$ cat src/rtl/conv_pkg.sv
// Shared widths and FSM state for the 7x7 window generator
// and the convolution core downstream of it.
package conv_pkg;

    localparam int CONV_IMA   = 8;
    localparam int CONV_K     = 7;
    localparam int CONV_WIN_W = CONV_IMA * CONV_K * CONV_K;

    typedef enum logic {
        IDLE,
        ACTIVE
    } win_state_t;

endpackage

$ cat src/rtl/conv_window_gen_line_buf_row.sv
// One buffered image row: single-port RAM, asynchronous read and
// synchronous write, so a read returns the old word (read-before-write).
module line_buf_row
    import conv_pkg::*;
#(
    parameter int IMA   = CONV_IMA,
    parameter int DEPTH = 28,
    parameter int AW    = $clog2(DEPTH)
) (
    input  logic           clk,
    input  logic           we,
    input  logic [AW-1:0]  addr,
    input  logic [IMA-1:0] wr_data,
    output logic [IMA-1:0] rd_data
);

    logic [IMA-1:0] mem [DEPTH];

    assign rd_data = mem[addr];

    always_ff @(posedge clk) begin
        if (we) begin
            mem[addr] <= wr_data;
        end
    end

endmodule

$ cat src/rtl/conv_window_gen.sv
// Streaming KxK sliding-window generator: K-1 line buffers feed a
// column-shifting window register, one window per in-frame pixel.
module conv_window_gen
    import conv_pkg::*;
#(
    parameter int IMA   = CONV_IMA,
    parameter int K     = CONV_K,
    parameter int IMG_W = 28,
    parameter int IMG_H = 28
) (
    input  logic               clk,
    input  logic               rst,
    input  logic [IMA-1:0]     pix_in,
    input  logic               pix_valid,
    input  logic               sof,
    output logic [IMA*K*K-1:0] win_data,
    output logic               win_valid,
    output logic               win_last,
    output logic               frame_err
);

    localparam int CW = $clog2(IMG_W);
    localparam int RW = $clog2(IMG_H);
    localparam logic [CW-1:0] COL_LAST = CW'(IMG_W - 1);
    localparam logic [RW-1:0] ROW_LAST = RW'(IMG_H - 1);
    localparam logic [CW-1:0] COL_MIN  = CW'(K - 1);
    localparam logic [RW-1:0] ROW_MIN  = RW'(K - 1);

    win_state_t state, state_nxt;
    logic [CW-1:0] col, col_nxt, pos_col;
    logic [RW-1:0] row, row_nxt, pos_row;
    logic restart, accept, emit, is_last, err_nxt;

    logic [IMA-1:0] lb_rd [K-1];
    logic [IMA-1:0] lb_wr [K-1];
    logic [IMA-1:0] new_col [K];
    logic [IMA-1:0] win [K][K];

    // A sof pixel is always position (0,0), whatever the counters say.
    always_comb begin
        restart   = pix_valid & sof;
        accept    = pix_valid & (restart | (state == ACTIVE));
        pos_col   = restart ? '0 : col;
        pos_row   = restart ? '0 : row;
        emit      = accept & (pos_row >= ROW_MIN) & (pos_col >= COL_MIN);
        is_last   = accept & (pos_row == ROW_LAST) & (pos_col == COL_LAST);
        err_nxt   = restart & (state == ACTIVE) & ((col != '0) | (row != '0));
        state_nxt = state;
        col_nxt   = col;
        row_nxt   = row;
        if (accept) begin
            if (is_last) begin
                state_nxt = IDLE;
                col_nxt   = '0;
                row_nxt   = '0;
            end else begin
                state_nxt = ACTIVE;
                if (pos_col == COL_LAST) begin
                    col_nxt = '0;
                    row_nxt = pos_row + RW'(1);
                end else begin
                    col_nxt = pos_col + CW'(1);
                    row_nxt = pos_row;
                end
            end
        end
    end

    always_ff @(posedge clk or posedge rst) begin
        if (rst) begin
            state     <= IDLE;
            col       <= '0;
            row       <= '0;
            win_valid <= 1'b0;
            win_last  <= 1'b0;
            frame_err <= 1'b0;
        end else begin
            state     <= state_nxt;
            col       <= col_nxt;
            row       <= row_nxt;
            win_valid <= emit;
            win_last  <= emit & is_last;
            frame_err <= err_nxt;
        end
    end

    // Row 0 is the oldest buffered line; each write moves a line up one slot.
    for (genvar i = 0; i < K - 1; i++) begin : g_lb
        if (i == K - 2) begin : g_top
            assign lb_wr[i] = pix_in;
        end else begin : g_mid
            assign lb_wr[i] = lb_rd[i+1];
        end
        assign new_col[i] = lb_rd[i];

        line_buf_row #(
            .IMA   (IMA),
            .DEPTH (IMG_W)
        ) u_row (
            .clk     (clk),
            .we      (accept),
            .addr    (pos_col),
            .wr_data (lb_wr[i]),
            .rd_data (lb_rd[i])
        );
    end
    assign new_col[K-1] = pix_in;

    always_ff @(posedge clk or posedge rst) begin
        if (rst) begin
            for (int r = 0; r < K; r++) begin
                for (int c = 0; c < K; c++) begin
                    win[r][c] <= '0;
                end
            end
        end else if (accept) begin
            for (int r = 0; r < K; r++) begin
                for (int c = 0; c < K - 1; c++) begin
                    win[r][c] <= win[r][c+1];
                end
                win[r][K-1] <= new_col[r];
            end
        end
    end

    for (genvar r = 0; r < K; r++) begin : g_pr
        for (genvar c = 0; c < K; c++) begin : g_pc
            assign win_data[IMA*(r*K+c) +: IMA] = win[r][c];
        end
    end

endmodule

$ cat config.mk
export PLATFORM = sky130hd
export DESIGN_NAME = conv_window_gen
export DESIGN_NICKNAME = d
export VERILOG_FILES = /design/src/rtl/conv_pkg.sv /design/src/rtl/conv_window_gen_line_buf_row.sv /design/src/rtl/conv_window_gen.sv
export SDC_FILE = /design/constraint.sdc
export NUM_CORES = 2
export LEC_CHECK = 0
export CORE_MARGIN = 2
export CORE_UTILIZATION = 47
export DETAILED_ROUTE_END_ITERATION = 7
export PLACE_DENSITY = 0.68
export SYNTH_ARGS = -nofsm -noshare
export SYNTH_HDL_FRONTEND = slang
export SYNTH_SLANG_ARGS = --single-unit
$ cat constraint.sdc
create_clock -name clk -period 12.69 [get_ports clk]
set_input_delay 1.9035 -clock clk [delete_from_list [all_inputs] [get_ports clk]]
set_output_delay 1.9035 -clock clk [all_outputs]
set_load 0.05 [all_outputs]
After elaboration in Yosys (flattened, before gate mapping)
Memory sizes are Yosys's and may differ from the RTL's. A register that Yosys moved wholly into a read port is not among the register bits.
Index checks and enable logic that the tools add are counted.
- register bits after elaboration: 398
- RAM bits: 1344
- input port bits: 12
- output and inout bits: 395
- logic and storage cells: 88
- memories: 6
- memory list (memory ; words ; width ; read ports ; clocked after Yosys merged registers in ; write ports ; line ; source):
    g_lb[0].u_row.mem ; 28 ; 8 ; 1 ; 1 ; 1 ; conv_window_gen_line_buf_row.sv:17 ; logic [IMA-1:0] mem [DEPTH];
    g_lb[1].u_row.mem ; 28 ; 8 ; 1 ; 0 ; 1 ; conv_window_gen_line_buf_row.sv:17 ;
    g_lb[2].u_row.mem ; 28 ; 8 ; 1 ; 0 ; 1 ; conv_window_gen_line_buf_row.sv:17 ;
    g_lb[3].u_row.mem ; 28 ; 8 ; 1 ; 0 ; 1 ; conv_window_gen_line_buf_row.sv:17 ;
    g_lb[4].u_row.mem ; 28 ; 8 ; 1 ; 0 ; 1 ; conv_window_gen_line_buf_row.sv:17 ;
    g_lb[5].u_row.mem ; 28 ; 8 ; 1 ; 0 ; 1 ; conv_window_gen_line_buf_row.sv:17 ;
- $add $sub $neg: 2
- order comparisons: 2
- eq/ne operators: 2
- muxes and demuxes: 9
- bitwise operators: 11
- reductions and logical operators: 2
- operators by type and width (kind ; count):
    two-way mux 5 bit ; 6
    adder 5 x 1 -> 5 bit (second input constant) ; 2
    equality test 5 bit (second input constant) ; 2
    greater-or-equal comparator 5 x 3 -> 1 bit (second input constant) ; 2
    nonzero test 5 bit ; 2
    bitwise AND 1 bit ; 9
    two-way mux 1 bit ; 3
    OR 1 bit ; 2

Logic depth before layout (Yosys ltp)
- depth after elaboration: 6
- mapped depth: 14
- depth with buffers taken out: 9

By module
Synthesis repeated with hierarchy kept, for this count alone.
- cell total of the unflattened synthesis: 4476
- area, all modules: 68339.3 um^2
- modules (own cells, without submodules) (module ; instances ; cells each ; area each (um^2) ; sequential area each (um^2)):
    line_buf_row ; 6 ; 454 ; 8799.7 ; 6726.5
    conv_window_gen ; 1 ; 1752 ; 15541.2 ; 10159.7

Worst setup path after synthesis
No wires, ideal clock.
- kind: in2reg
- from: in sof
- to: reg row[4]
- library setup time: 129 ps
- arrival time: 7677 ps
- data required time: 12561 ps
- path slack: 4884 ps
- stages: 8
- buffers on the path: 2
- path through: buf_6 -> clkbuf_1 -> nand2b_1 -> nor4_1 -> nor2b_1 -> nor3_1 -> o21ai_0 -> o21ai_0
- cells in the longest elaborated chain, start to end: 6
- elaborated cells between the ends (all ways): 12
- classes of those cells: add/sub: 1; eq/ne: 2; mux: 4; bitwise: 5
- RTL lines (what ; line ; source):
    start, declared ; conv_window_gen.sv:15 ; input logic sof,
    bitwise AND 1 bit (*) ; conv_window_gen.sv:41 ; restart = pix_valid & sof;
    parallel branches: the longest is 5 deep, another holds adder 5 x 1 -> 5 bit ; - ;
    end signal, assigned ; conv_window_gen.sv:80 ; row <= row_nxt;
    end, declared ; conv_window_gen.sv:31 ; logic [RW-1:0] row, row_nxt, pos_row;
Mark *: on every way between the ends.
A chain may end at the register's enable or synchronous reset.

Worst setup path after layout
- from: in sof
- to: mem g_lb[4].u_row.mem[14][2] (netlist bit) (enable)
- cells in the longest elaborated chain, start to end: 5
- elaborated cells between the ends (all ways): 6
- classes of those cells: mux: 3; bitwise: 3
- RTL lines (what ; line ; source):
    bitwise AND 1 bit (*) ; conv_window_gen.sv:41 ;
    OR 1 bit ; conv_window_gen.sv:42 ; accept = pix_valid & (restart | (state == ACTIVE));
    bitwise AND 1 bit ; conv_window_gen.sv:42 ;
    two-way mux 1 bit ; conv_window_gen_line_buf_row.sv:22 ; if (we) begin
    two-way mux 1 bit (not written as such) ; conv_window_gen_line_buf_row.sv:23 ; mem[addr] <= wr_data;
    end, declared ; conv_window_gen_line_buf_row.sv:17 ;
Mark *: on every way between the ends. The rest lies on a longest branch, timed or not.

==> flow_metrics.tcl <==
set metrics [dict create \
    drt-pass1-iter-count 7 \
    syn_to_final_growth_pct 17.5 \
    rr_startpoint "col[1]" \
    fin_nets 5372 \
    cts-buffers-inserted 175 \
    final_cell_area_sq_mm 0.0810 \
    ios 407 \
    crit_family "buffers and inverters" \
    synth_compound_area_share_pct 9.56 \
    crit_path_start_kind "primary input" \
    synth-xor-area-share_pct 0 \
    synth_ff_type "edfxtp_1" \
    cp.arrival_ns 6.46 \
    clock-root-buffer "clkbuf_16" \
    syn_area_per_cell_sq_um 13.7 \
    status "finished clean" \
    drtAntennaViolNets 0 \
    die_w_um 387 \
    grt_max_degree 248 \
    drt_iter0_markers 5631 \
    synth_edf_count 1344 \
    finalMaxSlewViolations 0 \
    place_congestion 0.863 \
    period_needed_ns 6.04 \
    diodes 0 \
    antenna_found_initial 3 \
    r2r_cells 8 \
    cp.required_ns 13.11 \
    postCtsHoldBufs 0 \
    worstSetupEndpointType "flip-flop" \
    fp.dieArea_sq_mm 0.150 \
    drive_above_1_share_pct 10.2 \
    hold_start "win_data[56]" \
    grt_pass1_vias 42920 \
    irDropWorstVdd_v 0.000141 \
    cp_cell_sequence "buf_2 -> buf_4 -> and2_4 -> buf_12 -> nor3_4 -> buf_4 -> buf_4 -> nand2_1 -> nor2_4 -> buf_4" \
    cp_num_buf_inv 6 \
    fin_util_pct 55.6 \
    final_cells 7426 \
    clock_sinks 1750 \
    wirelength_um 206000 \
    gr-total-overflow 0 \
    yosys.area_share.adder_pct 0.0544 \
    synth-async-reset-ratio_pct 23.2 \
    io_buffers 406 \
    maxCapViolations 0 \
    r2r_slack_ns 7.63 \
    slowest_delay_ns 1.08 \
    reg2reg_to "g_lb[4].u_row.mem[14][2]" \
    grt_pass1_wl_um 299000 \
    synth_simple_gate_area_share_pct 10.4 \
    rsz0062_at_grt "false" \
    cp_slowest_cell "nor2_4" \
    fp.dieH_um 387 \
    slew_headroom_pct 6.27 \
    setup_ws_ns 6.65 \
    grt_usage_pct 27.0 \
    syn_area_sq_mm 0.0690 \
    dp_cells 7096 \
    finalClockSkew_ns 0.0319 \
    totalPowerFinal_mw 19.5 \
    insertion_delay_ns 0.82 \
    start_util_pct 47.3 \
    power_density_mw_per_mm2 240 \
    synth_cells 5020 \
    final-setup-viol-count 0 \
    postCtsSetupBuffers 0 \
    tightest_slew_ns 1.41 \
    crit_type "primary input to flip-flop" \
    rows 140 \
    hold_path_class "flip-flop to flip-flop" \
    dp_hpwl_um 118000 \
    hold_viol 0 \
    max_freq_mhz 166 \
    clock_path_buffers 3 \
    fin_crit_sh_pct 47.6 \
    tns_ns 0 \
    cp_max_fo 85 \
    synth.mux.area_fraction_pct 4.24 \
    hold_depth 2 \
    clkSlewWorstSetupHoldPaths_ns 0.06 \
    ys_types 63 \
    cts-resized-gates 0 \
    drc_errors 0 \
    via_per_inst 6.10 \
    hold_end "win_data[56]" \
    cts_tree "built" \
    seq_area_frac_synth_pct 73.2 \
    whs_ns 0.470 \
    cts_htree_levels 4 \
    pre_cts_ws_ns 5.96 \
    fp.coreArea_sq_mm 0.146 \
    dpl_cell_area_sq_mm 0.0752 \
    synth_top_family_by_area "simple AND/OR/NAND/NOR gates" \
    crit_path_frequent_cell "buf_4" \
    synth_fp_nets 5035 \
    synth-seq-cells 1750 \
    p_leak_nw 29.7 \
    wl_per_cell_um 27.8 \
    vias 45314 \
    yosys_warnings 0 \
]
-- Yosys cell counts (6+ instances only) --
cell type,n,share of area (%)
nand3_1,96,0.70
buf_1,26,0.14
a221oi_1,89,1.1
buf_2,108,0.78
nand2b_1,120,1.1
a22oi_1,38,0.41
buf_4,31,0.34
and3_1,15,0.14
o221ai_1,65,0.83
nor2_1,166,0.90
mux2i_1,147,2.1
a21oi_1,191,1.4
buf_6,7,0.11
clkbuf_1,193,1.1
o21ai_1,12,0.087
a31oi_1,148,1.3
a221o_1,79,1.1
a2bb2oi_1,6,0.076
nand2_1,1127,6.1
nor2b_1,118,1.1
dfrtp_1,406,15
a41oi_1,9,0.11
o211ai_1,29,0.32
o2111ai_1,8,0.10
a22o_1,17,0.22
mux2_2,79,1.3
o21ai_0,122,0.89
o22ai_1,94,0.85
a311o_1,13,0.19
inv_1,16,0.087
edfxtp_1,1344,59
mux4_2,25,0.82
-- logic make-up after synthesis --
family          Yosys count
flops                  1750
simple gates           1676
compound gates          957
buf+inv                 383
mux                     251
fa+ha+maj                 3
-- how the worst max path moves through the flow --
stage / start / end / slack [ns] / cells past startpoint
after floorplan: sof / row[4] / 4.88 / 8
after global placement: sof / g_lb[1].u_row.mem[14][6] / 6.03 / 10
after detailed placement: sof / g_lb[1].u_row.mem[14][6] / 5.96 / 10
after CTS: pix_valid / win_data[279] / 6.80 / 10
after global routing: pix_valid / win_data[167] / 6.65 / 10
final: sof / g_lb[4].u_row.mem[14][2] / 6.65 / 10
-- sequential cells by signal (all words and copies together) (netlist names) --
name,cells
g_lb.u_row.mem,1344
col,5
state,1
win_data,392
win_last,1
row,5
win_valid,1
frame_err,1
-- where the power goes --
part | switching, mW | leakage (nW) | internal, mW
registers | 0.521 | 17.3 | 7.73
clock network | 2.23 | 2.86 | 3.00
logic | 4.43 | 9.54 | 1.53
total | 7.19 | 29.7 | 12.3
-- area by class of cell --
cell class                      instances  area (sq um)
Clock buffer                          245          4880
Multi-Input combinational cell       2887         17200
Tap cell                             1917          2400
Timing Repair Buffer                  525          5030
Fill cell                           11502         64700
Clock inverter                         84           970
Sequential cell                      1750         50500
Inverter                               18          73.8
-- placed cells by master, fill, tap and decap left out, types with 32 or more instances in the layout --
cell type,instances
a21oi_1,191
a221o_1,79
a221oi_1,89
a22oi_1,38
a31oi_1,148
buf_4,112
clkbuf_1,48
clkbuf_16,177
clkdlybuf4s50_1,404
clkinv_2,32
dfrtp_1,403
edfxtp_1,1344
mux2_2,79
mux2i_1,147
nand2_1,1125
nand2b_1,120
nand3_1,94
nor2_1,135
nor2b_1,117
o21ai_0,121
o221ai_1,65
o22ai_1,94
-- layer usage --
layer	track usage, %	share of wire [%]	vias to the layer above
li1	-	-	19349
met1	36.5	39	22689
met2	41.9	46	2762
met3	6.84	11	512
met4	11.1	4.4	2
met5	0	0.014	-
-- worst register-to-register path, cell delays in order (launching register included) --
cell and delay [ns]:
dfrtp_4 0.69, buf_4 0.44, inv_4 0.20, nor3_4 0.19
buf_4 0.45, buf_4 0.47, nand2_1 0.49, nor2_4 1.08
buf_4 0.65
(Power assumes the default switching activity.)
